===== config.mk =====
export PLATFORM = sky130hd
export DESIGN_NAME = memory_op_unit
export DESIGN_NICKNAME = d
export VERILOG_FILES = /design/src/rtl/memory_op_unit.sv
export SDC_FILE = /design/constraint.sdc
export NUM_CORES = 1
export LEC_CHECK = 0
export ABC_AREA = 1
export ABC_CLOCK_PERIOD_IN_PS = 5600
export CORE_AREA = 5 5 83 85
export DETAILED_ROUTE_END_ITERATION = 8
export DIE_AREA = 0 0 88 90
export SETUP_SLACK_MARGIN = 0.4
export SKIP_LAST_GASP = 1
export SLEW_MARGIN = 25
export SYNTH_ARGS = -nofsm -noshare
export SYNTH_HDL_FRONTEND = slang
export SYNTH_SLANG_ARGS = --single-unit

===== constraint.sdc =====
create_clock -name clk -period 5.6 [get_ports clk]
set_input_delay 0.84 -clock clk [delete_from_list [all_inputs] [get_ports clk]]
set_output_delay 0.84 -clock clk [all_outputs]
set_load 0.1 [all_outputs]

===== src/rtl/memory_op_unit.sv =====
// Executes pointer and RAM commands from the control FSM and drives a synchronous single-port RAM.
// Define MEM_AUTOINC_EN to post-increment the pointer after every READ/WRITE.
module memory_op_unit #(
  parameter int unsigned ADDR_W = 9,
  parameter int unsigned DATA_W = 8,
  parameter int unsigned RD_LAT = 1
) (
  input  logic              clk,
  input  logic              rst,
  // control::memory_op_e: 0 NOP, 1 READ, 2 WRITE, 3 ABSOLUTE, 4 REL_SUB, 5 REL_ADD
  input  logic [2:0]        op_i,
  input  logic              op_valid_i,
  output logic              op_ready_o,
  input  logic [ADDR_W-1:0] operand_i,
  output logic [DATA_W-1:0] rdata_o,
  output logic [ADDR_W-1:0] addr_o,
  output logic              done_o,
  output logic [ADDR_W-1:0] mem_addr_o,
  output logic [DATA_W-1:0] mem_wdata_o,
  output logic              mem_we_o,
  output logic              mem_re_o,
  input  logic [DATA_W-1:0] mem_rdata_i
);

  localparam logic [2:0] OpNop    = 3'd0;
  localparam logic [2:0] OpRead   = 3'd1;
  localparam logic [2:0] OpWrite  = 3'd2;
  localparam logic [2:0] OpAbs    = 3'd3;
  localparam logic [2:0] OpRelSub = 3'd4;
  localparam logic [2:0] OpRelAdd = 3'd5;

  localparam logic [1:0] StIdle   = 2'd0;
  localparam logic [1:0] StWr     = 2'd1;
  localparam logic [1:0] StRdReq  = 2'd2;
  localparam logic [1:0] StRdWait = 2'd3;

  localparam int unsigned CNT_W = (RD_LAT > 1) ? $clog2(RD_LAT) : 1;
  localparam logic [CNT_W-1:0] RdWaitInit = CNT_W'(RD_LAT - 1);

  logic [1:0]        state_q, state_d;
  logic [ADDR_W-1:0] ptr_q, ptr_d;
  logic [DATA_W-1:0] rdata_q, rdata_d;
  logic [DATA_W-1:0] wdata_q, wdata_d;
  logic              done_q, done_d;
  logic [CNT_W-1:0]  cnt_q, cnt_d;
  logic              accept;
  logic [ADDR_W-1:0] rel_off;
  logic [ADDR_W-1:0] ptr_post_mem;

  assign op_ready_o = (state_q == StIdle);
  assign accept     = op_valid_i & op_ready_o;
  assign rel_off    = ADDR_W'(operand_i[DATA_W-1:0]);

  // Pointer value after a READ/WRITE completes; the RAM access itself always uses ptr_q.
`ifdef MEM_AUTOINC_EN
  assign ptr_post_mem = ptr_q + ADDR_W'(1);
`else
  assign ptr_post_mem = ptr_q;
`endif

  always_comb begin
    state_d = state_q;
    ptr_d   = ptr_q;
    rdata_d = rdata_q;
    wdata_d = wdata_q;
    cnt_d   = cnt_q;
    done_d  = 1'b0;

    case (state_q)
      StIdle: begin
        if (accept) begin
          unique case (op_i)
            OpRead: begin
              state_d = StRdReq;
            end
            OpWrite: begin
              wdata_d = operand_i[DATA_W-1:0];
              state_d = StWr;
            end
            OpAbs: begin
              ptr_d  = operand_i;
              done_d = 1'b1;
            end
            OpRelAdd: begin
              ptr_d  = ptr_q + rel_off;
              done_d = 1'b1;
            end
            OpRelSub: begin
              ptr_d  = ptr_q - rel_off;
              done_d = 1'b1;
            end
            // NOP and unused encodings complete without side effects.
            default: begin
              done_d = 1'b1;
            end
          endcase
        end
      end

      StWr: begin
        state_d = StIdle;
        done_d  = 1'b1;
        ptr_d   = ptr_post_mem;
      end

      StRdReq: begin
        state_d = StRdWait;
        cnt_d   = RdWaitInit;
      end

      StRdWait: begin
        if (cnt_q == '0) begin
          rdata_d = mem_rdata_i;
          state_d = StIdle;
          done_d  = 1'b1;
          ptr_d   = ptr_post_mem;
        end else begin
          cnt_d = cnt_q - CNT_W'(1);
        end
      end

      default: begin
        state_d = StIdle;
      end
    endcase
  end

  always_ff @(posedge clk) begin
    if (rst) begin
      state_q <= StIdle;
      ptr_q   <= '0;
      rdata_q <= '0;
      wdata_q <= '0;
      done_q  <= 1'b0;
      cnt_q   <= '0;
    end else begin
      state_q <= state_d;
      ptr_q   <= ptr_d;
      rdata_q <= rdata_d;
      wdata_q <= wdata_d;
      done_q  <= done_d;
      cnt_q   <= cnt_d;
    end
  end

  assign rdata_o     = rdata_q;
  assign addr_o      = ptr_q;
  assign done_o      = done_q;
  assign mem_addr_o  = ptr_q;
  assign mem_wdata_o = wdata_q;
  assign mem_we_o    = (state_q == StWr);
  assign mem_re_o    = (state_q == StRdReq);

`ifndef SYNTHESIS
  a_strobe_exclusive : assert property (@(posedge clk) disable iff (rst)
    !(mem_we_o && mem_re_o));
  a_done_when_idle : assert property (@(posedge clk) disable iff (rst)
    done_o |-> op_ready_o);
`endif

endmodule


; After elaboration in Yosys (flattened, before gate mapping)
; Cells that the tools add are included.
[word_totals]
regBits = 29
input_bits = 23
wordCells = 41
output_inout_bits = 38
[classes]
reduce_logical = 8
mux = 11
n_eq_ne = 11
bitwise_logic = 2
add_sub_neg = 3
[op_table]
columns = operator, n
row1 = 9-bit one-hot mux with 3 select lines, 1
row2 = 9-bit by 8-bit adder with 9-bit output, 1
row3 = 3-bit AND reduction, 3
row4 = 9-bit by 8-bit subtractor with 9-bit output, 1
row5 = 2-bit one-hot mux with 4 select lines, 1
row6 = 3-bit by 2-bit equality test with 1-bit output (second input constant), 2
row7 = 3-bit equality test (second input constant), 2
row8 = 2-bit equality test (second input constant), 2
row9 = 1-bit 2-to-1 mux, 4
row10 = 2-bit 2-to-1 mux, 2
row11 = 2-bit one-hot mux with 2 select lines, 1
row12 = 3-bit by 1-bit equality test with 1-bit output (second input constant), 1
row13 = 3-bit by 1-bit != test with 1-bit output (second input constant), 1
row14 = 1-bit one-hot mux with 3 select lines, 1
row15 = 3-bit nonzero test, 1
row16 = 2-bit by 1-bit equality test with 1-bit output (second input constant), 1
row17 = 2-bit logical NOT, 1
row18 = 2-bit by 1-bit != test with 1-bit output (second input constant), 1
row19 = 2-bit != test (second input constant), 1
row20 = 1-bit one-hot mux with 2 select lines, 1
row21 = 2-bit AND reduction, 1
row22 = 2-bit nonzero test, 1
row23 = 2-bit OR reduction, 1
row24 = 1-bit AND, 1
row25 = other kinds (2), 2

; Logic depth before layout (Yosys ltp)
[logic_depth]
ltp_word = 5
mapped_depth = 16
ltp_nobuf = 16

; Worst setup path after synthesis
; Ideal clock, no wire load.
[synth_path]
path_type = register -> output
startpoint = register state_q[1]
endpoint = output port mem_re_o
stages_incl_launch_ff = 3
setup_slack_ps = 3070
t_required_ps = 4760
path_buffers = 0
arrival_time_ps = 1690
cell_sequence = dfxtp_1 inv_1 nor2_1
[synth_between]
elab_chain_cells = 1
[synth_lines]
columns = element, line
row1 = "start, declared", 40  ; logic [1:0] state_q, state_d;
row2 = "start signal, assigned", 130  ; state_q <= StIdle;
row3 = "start signal, assigned", 137  ; state_q <= state_d;
row4 = 2-bit equality test, 152  ; assign mem_re_o = (state_q == StRdReq);
row5 = "end, declared", 21  ; output logic mem_re_o,
; No other way between the ends.

; Final worst setup path
[layout_path]
startpoint = input port operand_i[0]
endpoint = register ptr_q[6] (netlist: addr_o[6])
[layout_between]
elab_chain_cells = 2
elab_cells_between_ends = 3
[layout_lines]
columns = element, line
row1 = "start, declared", 14  ; input logic [ADDR_W-1:0] operand_i,
row2 = 9-bit by 8-bit subtractor with 9-bit output / 9-bit by 8-bit adder with 9-bit output (equally long branches), "89, 85"
row3 = 9-bit one-hot mux with 3 select lines (*), 72  ; unique case (op_i)
row4 = "end signal, assigned", 138  ; ptr_q <= ptr_d;
row5 = "end, declared", 41  ; logic [ADDR_W-1:0] ptr_q, ptr_d;
; Mark *: on every way between the ends. The rest lies on a longest branch, timed or not.
; A chain may end at the register's enable or synchronous reset.

==> flow_summary.yaml <==
status:
  status: "complete, no violations"
die:
  fp.dieW_um: 88
  floorplan.initialDensity_pct: 28.9
  die_h_um: 90
  dieArea_um2: 7920
  coreArea_um2: 6130
  ioPinCount: 61
  rows: 29
setup_path:
  crit_end: "addr_o[6]"
  r2r-end: "addr_o[6]"
  cp-startpoint: "operand_i[0]"
  crit_required_ps: 5760
  cp-start-kind: "primary input"
  worstPathArrival_ps: 3160
  reg2reg_depth: 12
  path_class: "in2reg"
  worstPathMaxFanout: 4
  rrSetupSlack_ps: 3740
  cp-end-kind: "flip-flop"
  reg2reg_from: "addr_o[0]"
finish:
  syn_to_final_growth_pct: 36.4
  layout.cells.non_filler: 382
  antenna_cells: 0
  fillers: 637
  drive_gt1_share_pct: 7.21
  final_nets: 339
clock_tree:
  htreeDepth: 1
  cts_tree: "built"
  numClockSinks: 28
  cts.repair.resized: 0
  cts_root_buffer: "clkbuf_8"
  cts_buffers: 3
  post_cts_buffers: 0
  hold_buffers: 0
  insertion_delay_ps: 280
  clockBufferDepth: 2
  cts.clk_slew.worst_paths_ps: 100
power:
  power.total_uw: 560
  power_frac_seq_pct: 38.0
  sw_frac_of_total_pct: 40.5
  pwr-share-comb_pct: 38.4
  p_sw_uw: 227
  ir_drop_mv: 0.102
  leakage_uw: 0.00104
  clkPwrFrac_pct: 23.6
  intPower_uw: 333
  p_per_area_nw_per_um2: 232
detailed_routing:
  drcViolationCount: 0
  postRouteAntennaNets: 0
  drt-vias-per-instance: 4.50
  vias: 1718
  firstDrtPassIters: 4
  first_iter_violations: 90
  wl_um: 4760
  wl_per_cell_um: 12.5
placement:
  dp_hpwl_um: 3690
  io_buffers: 60
  place_congestion: 0.884
  placed_cells: 378
job:
  cap_violations: 0
yosys:
  avgSynthCellArea_um2: 6.94
  netlist-cell-type-count: 28
  ys_warn_count: 0
  synthArstFlopShare_pct: 0
  synth_seq_area_share_pct: 31.7
  synth_flop_cell: "dfxtp_1"
  syn_inst: 255
  synth-seq-cells: 28
  synth.cell_area_um2: 1770
  synth_edf_count: 0
  syn_nets: 288
timing:
  finalSetupTns_ps: 0
  skew_ps: 12.8
  period_share_pct: 53.7
  tightest_slew_ps: 1000
  hold_viol_final: 0
  setup_violations: 0
  fin_crit_ps: 3010
  fmax_mhz: 333
  rsz0062_at_grt: "false"
  relSlewSlack_pct: 32.9
  finalMaxSlewViolations: 0
global_route:
  overflow: 0
  antenna_found_initial: 0
  grt_pass1_vias: 1638
  grt_max_degree: 22
  grt.total_usage_pct: 12.3
  grt_pass1_wl_um: 7990
worst_hold_path:
  worstHoldPathType: "reg2reg"
==> per-stage QoR <==
| stage | setup WS (ps) | instance area, µm² | util, % | hold WS [ps] |
|---|---|---|---|---|
| after floorplan | 3070 | 1770 | - | 500 |
| after global placement | 2340 | 2360 | 38.4 | 462 |
| after detailed placement | 2340 | 2360 | 38.4 | 477 |
| after CTS | 2590 | 2410 | 39.3 | 495 |
| after global routing | 2360 | 2410 | 39.3 | 525 |
| final | 2590 | 2410 | 39.3 | 494 |
==> cell type report <==
type	count	area (µm²)	share of cell area, %
Inverter	34	130	5.39
Sequential cell	28	561	23.2
Multi-Input combinational cell	179	970	40.2
Tap cell	77	96.3	3.99
Timing Repair Buffer	60	601	24.9
Clock buffer	4	55.1	2.28
==> routing by layer <==
layer	routed length (µm)	share of wire (%)	track usage, %	up-vias
li1	-	-	-	917
met1	2220	47	17.2	764
met2	2290	48	20.3	35
met3	214	4.5	1.46	2
met4	27	0.57	2.30	0
met5	0	0	0	-
==> worst min path at each step <==
stage,start,slack [ps],end,cells after the start
after floorplan,state_q[0],500,done_o,2
after global placement,rdata_o[6],460,rdata_o[6],2
after detailed placement,rdata_o[6],480,rdata_o[6],2
after CTS,rdata_o[3],500,rdata_o[3],2
after global routing,rdata_o[5],520,rdata_o[5],2
final,rdata_o[3],490,rdata_o[3],2
==> cells by family (layout without fill, tap and decap cells) <==
group / after synthesis / count (layout) / share of synthesized area, %
AND/OR/NAND/NOR: 103 / 103 / 25.9
AO/OA/AOI/OAI: 59 / 59 / 18.0
buffers and inverters: 48 / 98 / 13.5
flip-flops: 28 / 28 / 31.7
adder cells (fa/ha/maj): 10 / 10 / 7.50
XOR/XNOR: 7 / 7 / 3.47
==> placed cells by master, fill, tap and decap left out <==
master / instances
a21oi_1: 24
a31oi_1: 3
nand2_4: 2
nor2_2: 2
inv_4: 1
o2111ai_1: 1
fa_1: 1
dfxtp_1: 28
xor2_1: 5
o21bai_1: 1
clkbuf_8: 4
nor2_1: 31
nor2_4: 2
inv_1: 30
or2_2: 2
clkdlybuf4s50_1: 60
inv_2: 3
nor3_1: 3
nand3_1: 14
nand2_1: 43
nand2_2: 4
ha_1: 9
o21ai_0: 22
xnor2_1: 2
o21ai_1: 4
a211oi_1: 2
a21oi_2: 2
==> power groups by stage <==
stage / logic [µW] / registers, µW / clock network (µW)
global route: 232 / 215 / 142
detailed placement: 215 / 217 / 0
CTS: 216 / 213 / 134
floorplan: 117 / 265 / 0
global placement: 215 / 217 / 0
finish: 215 / 213 / 132
==> flip-flops by register name, indices dropped and copies added (netlist names) <==
register / cells
mem_wdata_o: 8
addr_o: 9
rdata_o: 8
state_q: 2
done_o: 1
==> critical path: stages <==
cell             delay (ps)
clkdlybuf4s50_1         550
inv_1                    90
ha_1                    300
o21ai_0                 360
fa_1                    310
nand2_1                  70
nand2_1                 100
nand2_1                 100
nor2_1                  130
nor2_1                   60
nand2_1                  50
nand3_1                  70
nand2_1                  70
a21oi_1                  50
==> Yosys cell counts (3+ instances only) <==
library cell | n | area (µm²)
nand2_1 | 43 | 161
nor2_1 | 31 | 116
inv_1 | 30 | 113
dfxtp_1 | 28 | 561
a21oi_1 | 24 | 120
o21ai_0 | 22 | 110
nand3_1 | 14 | 70.1
buf_4 | 9 | 67.6
ha_1 | 9 | 113
xor2_1 | 5 | 43.8
nand2_2 | 4 | 25.0
o21ai_1 | 4 | 20.0
a31oi_1 | 3 | 18.8
buf_6 | 3 | 33.8
inv_2 | 3 | 11.3
nor3_1 | 3 | 15.0
No activity file was read; power rests on OpenSTA's default activity.
